===== src/rtl/sum4_stream.sv =====
// Purpose    : streaming group adder; sums each group of COUNT serial operands into a WIDTH-bit wrapped sum plus carry.
// Latency    : result is visible one cycle after the completing beat; one operand per cycle sustained.
// Backpressure: only the completing beat stalls, when the one-entry result register is held by out_ready=0.
//
// Ports:
//   clk, rst_n          clock, asynchronous active-low reset
//   in_valid/in_ready   operand stream handshake; in_data is the unsigned operand
//   in_clear            synchronous discard of the partial group (wins over a coincident beat)
//   out_valid/out_ready result stream handshake
//   out_sum, out_carry  group sum modulo 2^WIDTH, and 1 when the true sum overflowed WIDTH bits
module sum4_stream #(
    parameter int WIDTH = 8,
    parameter int COUNT = 4
) (
    input  logic             clk,
    input  logic             rst_n,
    input  logic             in_valid,
    output logic             in_ready,
    input  logic [WIDTH-1:0] in_data,
    input  logic             in_clear,
    output logic             out_valid,
    input  logic             out_ready,
    output logic [WIDTH-1:0] out_sum,
    output logic             out_carry
);

    // Accumulator is wide enough for COUNT full-scale operands, so it never wraps internally.
    localparam int ACCW = WIDTH + $clog2(COUNT);
    localparam int IDXW = (COUNT > 1) ? $clog2(COUNT) : 1;
    localparam logic [IDXW-1:0] LAST = IDXW'(COUNT - 1);

    logic [ACCW-1:0]  acc_q, acc_d;
    logic [IDXW-1:0]  idx_q, idx_d;
    logic             out_valid_q, out_valid_d;
    logic [WIDTH-1:0] out_sum_q, out_sum_d;
    logic             out_carry_q, out_carry_d;

    logic             beat;
    logic             complete;
    logic             xfer;
    logic [ACCW-1:0]  total;

    // Depends only on state and out_ready; never on in_valid.
    assign in_ready = (idx_q != LAST) || !out_valid_q || out_ready;
    assign beat     = in_valid && in_ready && !in_clear;
    assign complete = beat && (idx_q == LAST);
    assign xfer     = out_valid_q && out_ready;
    assign total    = acc_q + {{(ACCW-WIDTH){1'b0}}, in_data};

    always_comb begin
        acc_d       = acc_q;
        idx_d       = idx_q;
        out_valid_d = out_valid_q;
        out_sum_d   = out_sum_q;
        out_carry_d = out_carry_q;

        if (in_clear) begin
            acc_d = '0;
            idx_d = '0;
        end else if (beat) begin
            if (idx_q == LAST) begin
                acc_d = '0;
                idx_d = '0;
            end else begin
                acc_d = total;
                idx_d = idx_q + IDXW'(1);
            end
        end

        // A completing beat reloads the register even while the old result
        // is leaving, so back-to-back groups produce no bubble.
        if (complete) begin
            out_valid_d = 1'b1;
            out_sum_d   = total[WIDTH-1:0];
            out_carry_d = |total[ACCW-1:WIDTH];
        end else if (xfer) begin
            out_valid_d = 1'b0;
        end
    end

    always_ff @(posedge clk or negedge rst_n) begin
        if (!rst_n) begin
            acc_q       <= '0;
            idx_q       <= '0;
            out_valid_q <= 1'b0;
            out_sum_q   <= '0;
            out_carry_q <= 1'b0;
        end else begin
            acc_q       <= acc_d;
            idx_q       <= idx_d;
            out_valid_q <= out_valid_d;
            out_sum_q   <= out_sum_d;
            out_carry_q <= out_carry_d;
        end
    end

    assign out_valid = out_valid_q;
    assign out_sum   = out_sum_q;
    assign out_carry = out_carry_q;

endmodule


===== config.mk =====
export PLATFORM = sky130hd
export DESIGN_NAME = sum4_stream
export DESIGN_NICKNAME = d
export VERILOG_FILES = /design/src/rtl/sum4_stream.sv
export SDC_FILE = /design/constraint.sdc
export NUM_CORES = 1
export LEC_CHECK = 0
export BUFFER_PORTS_ARGS = -buffer_cell sky130_fd_sc_hd__buf_2
export CAP_MARGIN = 20
export CORE_ASPECT_RATIO = 0.75
export CORE_MARGIN = 1.5
export CORE_UTILIZATION = 45
export CTS_BUF_LIST = sky130_fd_sc_hd__clkbuf_4 sky130_fd_sc_hd__clkbuf_8 sky130_fd_sc_hd__clkbuf_16
export DETAILED_ROUTE_END_ITERATION = 7
export PLACE_DENSITY = 0.78
export SLEW_MARGIN = 20
export SYNTH_ARGS = -nofsm -noshare
export SYNTH_HDL_FRONTEND = slang
export SYNTH_SLANG_ARGS = --single-unit

===== constraint.sdc =====
create_clock -name clk -period 3.1 [get_ports clk]
set_input_delay 0 -clock clk [delete_from_list [all_inputs] [get_ports clk]]
set_output_delay 0 -clock clk [all_outputs]
set_load 0.005 [all_outputs]

---- After elaboration in Yosys (flattened, before gate mapping) ----
Index checks and enable logic that the tools add are counted.
Widths: inputs -> output; s select.
word-level totals
  bits in registers ....................... 22
  bits in latches ......................... 0
  memory bits (writable) .................. 0
  ROM bits ................................ 0
  input port bits ......................... 13
  output and inout port bits .............. 11
  word-level logic and storage cells ...... 28
  memories ................................ 0
cells by class
  add/sub/neg operators ................... 2
  multipliers ............................. 0
  div/mod/pow operators ................... 0
  order comparisons ....................... 0
  eq/ne operators ......................... 2
  shift-type cells ........................ 0
  muxes and demuxes ....................... 8
  bitwise gates (word level) .............. 0
  reduce and logical (&&, ||, !) cells .... 11
operators with widths
  kind                 number
  $mux 10              3
  $add 10x8->10        1
  $mux 2               3
  $logic_and 1x1->1    4
  $reduce_bool 2->1    2
  $add 2x1->2 const B  1
  $eq 2x2->1 const B   1
  $logic_not 1->1      2
  $logic_or 1x1->1     2
  $mux 1               2
  $ne 2x2->1 const B   1
  $reduce_or 2->1      1

---- Longest topological paths before layout ----
Gate-level depths: netlist of the first run.
  depth in word-level cells ............... 7
  mapped depth ............................ 9
  gate-level depth less buffers ........... 9

---- Worst setup path after synthesis of the first run ----
OpenSTA, ideal clock, no wires.
  path type ............................... reg2reg
  start ................................... reg acc_q[0]
  end ..................................... reg out_carry_q, in the netlist out_carry
  library setup time ...................... 0.134 ns
  arrival ................................. 1.741 ns
  data required time ...................... 2.966 ns
  setup slack ............................. 1.226 ns
  stages on the path, launching flop included .. 10
  buffers on the path ..................... 0
  clock period less this slack ............ 1.874 ns
  path through ............................ dfrtp_1 -> ha_1 -> inv_1 -> fa_1 -> or2b_1 -> a21oi_2 -> a211oi_2 -> o21ai_2 -> xnor2_1 -> a31oi_1
between the ends
  longest elaborated chain between the ends .. 2
ends and longest elaborated chain
  element                   line  text
  start: declaration        32    logic [ACCW-1:0] acc_q, acc_d;
  start signal: assignment  83    acc_q <= '0;
  start signal: assignment  89    acc_q <= acc_d;
  $add 10x8->10             48    assign total = acc_q + {{(ACCW-WIDTH){1'b0}}, in_data};
  $reduce_or 2->1           75    out_carry_d = |total[ACCW-1:WIDTH];
  end signal: assignment    93    out_carry_q <= out_carry_d;
  end: declaration          36    logic out_carry_q, out_carry_d;
No other way between the ends.
A chain may end at the register's enable or synchronous reset.

---- Final worst setup path of the first run ----
Same ends and word-level chain as after synthesis.

==> results.cfg, run 1 <==
[run_status]
run_status = finished, final reports clean

[clock_network]
cts_max_level = 1
cts_sinks = 22
clockBufferDepth = 2
cts.repair.resized = 0
clk-insertion-delay-late_ns = 0.26
cts_buffer_count = 3
cts_tree = done
cts.root.buffer_cell = clkbuf_8
clk_pin_slew_ns = 0.08

[power]
p_seq_share_pct = 43.8
netSwitchingFraction_pct = 32.29
leakagePower_nw = 0.7473
power.density_cell_area_nw_per_um2 = 563.1
ir_drop_uv = 301.7
share_clk_of_total_power_pct = 24.6
report.power.total_mw = 0.8497
p_comb_share_pct = 31.5
p_int_mw = 0.5754
switchingPower_mw = 0.2744

[synthesis]
synth-seq-cells = 22
synth.area.top_cells = dfrtp_1 (43%), ha_1 (8.8%), nand2_1 (8.5%), a22o_1 (5.5%), xnor2_1 (4.1%)
async_flop_share_pct = 100.0
syn_area_um2 = 1282
postSynthNetCount = 155
synthDominantCellAreaShare_pct = 42.93
synth_enable_flop_cells = 0
synth_largest_area_cell = dfrtp_1
ys_dominant_reg_cell = dfrtp_1
ys_top_cells_by_count = nand2_1 (29), dfrtp_1 (22), ha_1 (9)
synth_cell_type_count = 33
synth_most_common_cell = nand2_1
seq_area_frac_synth_pct = 42.93
post_synth_inst_count = 132
synth_warn = 0
synthesis.area_per_instance_um2 = 9.716

[global_routing]
grt_max_degree = 23
grt_overflow = 0
global_router_s_overall_resource_usage_pct = 18.93
number_of_antenna_violations_at_the_first_check_in_global_routing = 0
first_global_vias = 1031
first_pass_grt_wire_length_um = 4650

[worst_setup_path]
reg2reg_from = acc_q[0]$_DFFE_PN0P_
cp_slowest_cell = fa_1
cp.buffers_inverters = 1
critPathCaptureType = register
crit_cells = 9
path_cells = ha_1 > inv_1 > fa_1 > or2b_1 > a21oi_2 > a211oi_2 > o21ai_2 > xnor2_1 > a31oi_1
worst_r2r_endpoint = out_carry$_DFFE_PN0P_
criticalPathCategory = register to register
worst_reg_to_reg_cells = 9
critPathMaxStageDelay_ns = 0.40
critPathLaunchType = register
crit_required_ns = 3.24
r2r_setup_slack_ns = 1.07
worst_path_dominant_cell_family = adder cells
worst-endpoint-arrival_ns = 2.17
crit_path_max_fanout = 3

[worst_hold_path]
min_path_cells = 3
hold_start = out_ready
hold_path_class = input pin to register
worstHoldEndpoint = out_valid$_DFFE_PN0P_

[die]
fp.coreArea_um2 = 2663
chipHeight_um = 49.23
io_pins = 24
fp-row-count = 16
floorplan.die_area_um2 = 3182
floorplan.initialDensity_pct = 48.17
floorplan.die.width_um = 64.65

[placement]
dp_hpwl_um = 2045
preCtsSetupSlack_ns = 1.080
post_dp_cell_area_um2 = 1434
gp_congestion = 0.7901
io_buffers = 23

[routing]
ant_nets = 0
routed_length_on_met3_um = 169
dr.first_iter.drc_count = 54
routed_wirelength_um = 2747
num_vias = 1071
drt_first_pass_iters = 4
dr_wl_met2_um = 1403
drt_drc_violations_left = 0
wl_per_cell_um = 14.09
maxUsedRoutingLayer = met4
routedLengthMet1_um = 1171
detail_route.vias_per_cell = 5.492

[timing]
relSlewSlack_pct = 42.70
finalCritPeriodShare_pct = 65.37
drv_slew = 0
worst_slew_pin_slew_ns = 0.8577
fin_worst_skew_ns = 0.002208
time_the_worst_path_needs_with_i_o_delays_and_setup_ns = 2.027
fin_ws_ns = 1.073
grt_setup_unrepaired = no
finalSetupViolations = 0
report.final.hold_viol_count = 0
totalNegativeSetupSlack_ns = 0
clock.fmax_mhz = 493.4

[layout]
drive_gt1_share_pct = 22.01
layout-area-overhead-vs-synth_pct = 17.66
design_area_um2 = 1509
diodes = 0
final_nets = 183

[run]
maxCapViolCount = 0
[metrics by stage]
stage                     cells  hold slack [ns]  util, %
final                       195          0.03274    56.67
after global routing        195          0.04998    56.67
after CTS                   195          0.03123    56.67
after detailed placement    189        -0.005169    53.85
after global placement      189         -0.01225    53.85
after floorplan             132          -0.2956        -
[power by group through the flow]
| stage | sequential, mW | clock [mW] | combinational, mW |
|---|---|---|---|
| floorplan | 0.375 | 0 | 0.184 |
| finish | 0.372 | 0.209 | 0.268 |
| detailed placement | 0.378 | 0 | 0.266 |
| CTS | 0.373 | 0.213 | 0.270 |
| global route | 0.378 | 0.229 | 0.301 |
| global placement | 0.374 | 0 | 0.256 |
[worst max-delay path by stage]
stage                         start                     to  slack (ns)
6_report       acc_q[0]$_DFFE_PN0P_  out_carry$_DFFE_PN0P_        1.07
5_1_grt        acc_q[0]$_DFFE_PN0P_  out_carry$_DFFE_PN0P_        0.95
4_1_cts        acc_q[0]$_DFFE_PN0P_  out_carry$_DFFE_PN0P_        1.07
3_5_place_dp   acc_q[0]$_DFFE_PN0P_  out_carry$_DFFE_PN0P_        1.08
3_3_place_gp   acc_q[0]$_DFFE_PN0P_  out_carry$_DFFE_PN0P_        1.17
2_1_floorplan  acc_q[0]$_DFFE_PN0P_  out_carry$_DFFE_PN0P_        1.23
[cell families after synthesis]
group,after synthesis,synth area share [%]
buf+inv,6,1.853
flops,22,42.93
simple gates,52,18.73
mux,1,1.170
fa+ha+maj,10,10.34
compound gates,33,19.51
xor+xnor,8,5.464
[layout by cell type, fill, tap and decap left out, drive strengths merged, types with 5 or more instances in the layout]
cell type  Yosys  routed
buf            1      23
nand2         29      29
o21ai          8       8
a21oi          9       9
nor2           5       5
dfrtp         22      22
ha             9       9
nor2b          5       5
xnor2          6       6
a22o           8       8
[state kept, by name, summed over array words and instances (netlist names)]
signal	count
acc_q	10
out_valid	1
out_sum	8
idx_q	2
out_carry	1
[repair_timing]
| action | in CTS | in global routing |
|---|---|---|
| buffers inserted | 0 | 0 |
| endpoints found under the hold margin | 24 | 0 |
| hold buffers | 2 | 0 |
| setup endpoints to repair | 0 | 0 |
[worst min-delay path: cells and delay by family]
kind / cells / cell delay (ns)
AND/OR/NAND/NOR: 2 / 0.18
buffers and inverters: 1 / 0.08
[routing by layer]
layer | vias to the layer above | global-route usage (%)
met4 | 0 | 1.064
met2 | 30 | 34.38
li1 | 516 | -
met5 | - | 0
met3 | 2 | 5.081
met1 | 523 | 23.64
[final cells by class]
class | count | area [um^2]
clock buffers | 4 | 55.05
inverters | 4 | 15.01
multi-input cells | 104 | 708.2
well taps | 36 | 45.04
repair buffers | 25 | 135.1
flip-flops and latches | 22 | 550.5
fillers | 238 | 1154
Note: power is estimated with default switching activity, not from simulation.
==> run 2: changes to the inputs <==
- PLACE_DENSITY: 0.78 -> 0.8
- clock period: 3.1 -> 1.6 ns (I/O delays scaled with it)
==> run 2 against run 1 <==
  * The run now ends with negative setup slack left
  * Combinational power is 150% higher
  * Clock skew is 0.0030 ns higher
  * Via count is 7.0% higher
  * Sequential cell count stayed put
  * Sequential power is 96% higher
  * Maximum frequency is 6.9% higher
  * Final cell count is 11% higher
  * Critical path depth stayed put
  * Non-clock buffer count is 22 higher
  * Setup slack worse by 1.4 ns
  * Largest power group unchanged
==> results.cfg, run 2 (same netlist as run 1, synthesis figures left out) <==
[clock_network]
cts.root.buffer_cell = clkbuf_8
clk-insertion-delay-late_ns = 0.26
cts_tree = done
cts_buffer_count = 3
clk_pin_slew_ns = 0.08
cts_sinks = 22
clockBufferDepth = 2
cts_max_level = 1

[die]
io_pins = 24
fp.coreArea_um2 = 2663
fp-row-count = 16
floorplan.initialDensity_pct = 48.17
chipHeight_um = 49.23
floorplan.die.width_um = 64.65
floorplan.die_area_um2 = 3182

[worst_setup_path]
critPathMaxStageDelay_ns = 0.36
cp.buffers_inverters = 1
worst_reg_to_reg_cells = 9
critPathCaptureType = register
worst-endpoint-arrival_ns = 2.04
cp_slowest_cell = dfrtp_1
criticalPathCategory = register to register
critPathLaunchType = register
worst_r2r_endpoint = out_carry$_DFFE_PN0P_
crit_required_ns = 1.74
r2r_setup_slack_ns = -0.30
path_cells = ha_2 > inv_2 > fa_2 > or2b_1 > a21oi_2 > a211oi_2 > o21ai_2 > xnor2_1 > a31oi_1
reg2reg_from = acc_q[0]$_DFFE_PN0P_
crit_path_max_fanout = 3
worst_path_dominant_cell_family = adder cells

[routing]
dr.first_iter.drc_count = 75
routed_wirelength_um = 3033
ant_nets = 0
wl_per_cell_um = 13.98
drt_first_pass_iters = 4
drt_drc_violations_left = 0
detail_route.vias_per_cell = 5.281
num_vias = 1146

[timing]
grt_setup_unrepaired = yes
fin_worst_skew_ns = 0.005239
report.final.hold_viol_count = 0
totalNegativeSetupSlack_ns = -2.138
relSlewSlack_pct = 67.03
finalCritPeriodShare_pct = 118.5
clock.fmax_mhz = 527.3
worst_slew_pin_slew_ns = 0.4946
time_the_worst_path_needs_with_i_o_delays_and_setup_ns = 1.896
fin_ws_ns = -0.2964
fin_hold_ws_ns = 0.04212
finalSetupViolations = 13
drv_slew = 0

[run_status]
run_status = finished with violations
failed_checks = negative setup slack

[global_routing]
grt_max_degree = 23
global_router_s_overall_resource_usage_pct = 20.49
first_pass_grt_wire_length_um = 5064
first_global_vias = 1177
grt_overflow = 0
number_of_antenna_violations_at_the_first_check_in_global_routing = 0

[layout]
final_nets = 205
diodes = 0
stdcell_count = 217
largest-register = acc_q
layout-area-overhead-vs-synth_pct = 36.20
largest_reg_flops = 10
drive_gt1_share_pct = 37.57
layout.cells.most_common_list = nand2_1 (29), buf_2 (23), dfrtp_1 (22)
final_core_util_pct = 65.60
mostFrequentLayoutCell = nand2_1

[power]
power.density_cell_area_nw_per_um2 = 1023
leakagePower_nw = 0.8623
ir_drop_uv = 619.2

[worst_hold_path]
hold_start = out_ready
min_path_cells = 3
hold_path_class = input pin to register
worstHoldEndpoint = out_valid$_DFFE_PN0P_

[placement]
io_buffers = 23
gp_congestion = 0.8744
dp_hpwl_um = 2282
preCtsSetupSlack_ns = -0.2919
placed_cells_incl_taps = 207

[run]
maxCapViolCount = 0
==> run 2: report_power, final <==
group	leakage [nW]	internal, mW	total [mW]	switching (mW)
Sequential	0.295	0.655	0.730	0.0757
Combinational	0.539	0.351	0.662	0.311
Clock	0.0288	0.219	0.395	0.176
==> run 2: area by class of cell <==
type                    count  area [um^2]
clock buffers               4        55.05
fillers                   209        915.9
inverters                   4        15.01
multi-input cells         104        773.2
flip-flops and latches     22        550.5
well taps                  36        45.04
repair buffers             47        307.8
==> run 2: worst max-delay path by stage <==
stage | to | start | cells past startpoint | slack [ns]
after floorplan | out_carry$_DFFE_PN0P_ | acc_q[0]$_DFFE_PN0P_ | 9 | -0.20
after global placement | out_carry$_DFFE_PN0P_ | acc_q[0]$_DFFE_PN0P_ | 9 | -0.25
after detailed placement | out_carry$_DFFE_PN0P_ | acc_q[0]$_DFFE_PN0P_ | 9 | -0.29
after CTS | out_carry$_DFFE_PN0P_ | acc_q[0]$_DFFE_PN0P_ | 9 | -0.30
after global routing | out_carry$_DFFE_PN0P_ | acc_q[0]$_DFFE_PN0P_ | 9 | -0.44
final | out_carry$_DFFE_PN0P_ | acc_q[0]$_DFFE_PN0P_ | 9 | -0.30
==> run 2: metrics by stage <==
step / power (mW) / area [um^2]
2_1_floorplan: 1.103 / 1314
3_3_place_gp: 1.321 / 1600
3_5_place_dp: 1.352 / 1600
4_1_cts: 1.786 / 1718
5_1_grt: 1.916 / 1747
6_report: 1.787 / 1747
==> run 2: worst min-delay path: cells and delay by family <==
| kind | cells | cell delay, ns |
|---|---|---|
| buffers and inverters | 1 | 0.08 |
| AND/OR/NAND/NOR | 2 | 0.19 |
==> run 2: routing by layer <==
layer / global-route usage, % / wire, um / share of wire [%]
met1: 25.48 / 1439 / 47
met2: 36.46 / 1424 / 47
met3: 5.081 / 138 / 4.5
met4: 3.546 / 30 / 0.99
met5: 0 / 0 / 0
==> run 2: repair_timing <==
item                                    4_1_cts  5_1_grt
endpoints found under the setup margin       11       14
pin swaps                                     5        5
buffers inserted                              2        2
cloned                                        0        0
endpoints found under the hold margin        24        0
hold buffers                                  2        0
gates resized for setup                       6        3
==> run 3: changes to the inputs <==
- TNS_END_PERCENT: unset -> 5
==> run 3 against run 2 <==
  * The run still ends with negative setup slack left
  * Maximum frequency up 1.4%
  * Register-to-register slack better by 0.03 ns
  * Count of clock-buffer cells in the layout unchanged
  * Die area unchanged
  * Worst hold slack worse by 0.022 ns
  * Total power down 3.1%
  * Utilization down 3.8 points
  * Cell area down 5.7%
==> results.cfg, run 3 (same netlist as run 1, synthesis figures left out) <==
[die]
chipHeight_um = 49.23
fp.coreArea_um2 = 2663
floorplan.die.width_um = 64.65
io_pins = 24
floorplan.initialDensity_pct = 48.17
floorplan.die_area_um2 = 3182
fp-row-count = 16

[timing]
report.final.hold_viol_count = 0
finalSetupViolations = 11
worst_slew_pin_slew_ns = 0.4949
fin_hold_ws_ns = 0.01999
time_the_worst_path_needs_with_i_o_delays_and_setup_ns = 1.869
finalCritPeriodShare_pct = 116.8
grt_setup_unrepaired = yes
drv_slew = 0
fin_worst_skew_ns = 0.01242
relSlewSlack_pct = 67.01
fin_ws_ns = -0.2694
clock.fmax_mhz = 534.9

[clock_network]
cts_tree = done
clk_pin_slew_ns = 0.09
cts.root.buffer_cell = clkbuf_8
cts_sinks = 22
cts_max_level = 1
clockBufferDepth = 2
clk-insertion-delay-late_ns = 0.27
cts_buffer_count = 3

[power]
ir_drop_uv = 581.2
power.density_cell_area_nw_per_um2 = 1051
report.power.total_mw = 1.731
leakagePower_nw = 0.8302

[routing]
wl_per_cell_um = 12.78
ant_nets = 0
num_vias = 1105
drt_first_pass_iters = 4
detail_route.vias_per_cell = 5.212
drt_drc_violations_left = 0
dr.first_iter.drc_count = 47
routed_wirelength_um = 2709

[placement]
io_buffers = 23
placed_cells_incl_taps = 206
preCtsSetupSlack_ns = -0.2866
dp_hpwl_um = 2105
gp_congestion = 0.8454

[global_routing]
global_router_s_overall_resource_usage_pct = 19.18
number_of_antenna_violations_at_the_first_check_in_global_routing = 0
grt_max_degree = 23
first_global_vias = 1085
grt_overflow = 0
first_pass_grt_wire_length_um = 4767

[worst_hold_path]
hold_path_class = input pin to register

[worst_setup_path]
crit_required_ns = 1.75
critPathCaptureType = register
cp_slowest_cell = dfrtp_1
critPathLaunchType = register
criticalPathCategory = register to register
path_cells = ha_1 > inv_1 > fa_2 > or2b_1 > a21oi_2 > a211oi_2 > o21ai_2 > xnor2_1 > a31oi_1
crit_path_max_fanout = 3
critPathMaxStageDelay_ns = 0.35
worst-endpoint-arrival_ns = 2.02
worst_path_dominant_cell_family = adder cells
cp.buffers_inverters = 1

[layout]
layout-area-overhead-vs-synth_pct = 28.39
stdcell_count = 212
largest-register = acc_q
diodes = 0
largest_reg_flops = 10
final_nets = 200
drive_gt1_share_pct = 30.11
mostFrequentLayoutCell = nand2_1
layout.cells.most_common_list = nand2_1 (29), buf_2 (23), dfrtp_1 (22)

[run_status]
run_status = finished with violations
failed_checks = negative setup slack

[run]
maxCapViolCount = 0
[run 3: cell types whose count changed in the layout (fill, tap and decap cells not counted), sizes merged]
| cell | delta |
|---|---|
| buf | -5 |
[run 3: metrics by stage]
stage / instance area (um^2) / utilization [%] / setup TNS (ns)
2_1_floorplan: 1285 / - / -0.9538
3_3_place_gp: 1564 / 58.74 / -1.420
3_5_place_dp: 1564 / 58.74 / -1.858
4_1_cts: 1639 / 61.56 / -2.009
5_1_grt: 1647 / 61.84 / -3.345
6_report: 1647 / 61.84 / -1.961
[run 3: per-layer routing]
metal,vias to the layer above,global-route usage [%],part of all wire [%]
li1,548,-,-
met1,529,25.51,48
met2,26,32.12,47
met3,2,4.850,4.8
met4,0,3.191,0.48
met5,-,0,0
[run 3: cell type report]
cell class              count  area, um^2
repair buffers             42       262.8
fillers                   231        1016
inverters                   4       15.01
well taps                  36       45.04
clock buffers               4       55.05
flip-flops and latches     22       550.5
multi-input cells         104       718.2
[run 3: repair_timing]
item	in CTS	in global routing
hold buffers	2	0
endpoints found under the hold margin	24	0
resized for setup	0	1
endpoints found under the setup margin	11	12
setup buffers	0	0
[run 3: path summary, 6_finish.rpt]
| path | start | endpoint | slack [ns] | depth (start not counted) |
|---|---|---|---|---|
| max | acc_q[0]$_DFFE_PN0P_ | out_carry$_DFFE_PN0P_ | -0.27 | 9 |
| min | out_ready | out_valid$_DFFE_PN0P_ | 0.02 | 3 |
| max reg2reg | acc_q[0]$_DFFE_PN0P_ | out_carry$_DFFE_PN0P_ | -0.27 | 9 |
| min reg2reg | out_sum[6]$_DFFE_PN0P_ | out_sum[6]$_DFFE_PN0P_ | 0.48 | 2 |
| max in group asynchronous | rst_n | acc_q[1]$_DFFE_PN0P_ | 1.03 | 2 |
| min in group asynchronous | rst_n | acc_q[5]$_DFFE_PN0P_ | 0.22 | 2 |
[run 3: report_power, final]
| part | total, mW | switching, mW | internal [mW] | leakage (nW) |
|---|---|---|---|---|
| registers | 0.722 | 0.0671 | 0.655 | 0.295 |
| logic | 0.605 | 0.296 | 0.309 | 0.506 |
| clock network | 0.404 | 0.185 | 0.220 | 0.0288 |
| total | 1.73 | 0.548 | 1.18 | 0.830 |
[run 3: worst reg2reg max path, cell delays in order (launching register included)]
cell and delay, ns:
dfrtp_1 0.35, ha_1 0.16, inv_1 0.05, fa_2 0.33
or2b_1 0.25, a21oi_2 0.14, a211oi_2 0.07, o21ai_2 0.18
xnor2_1 0.14, a31oi_1 0.09
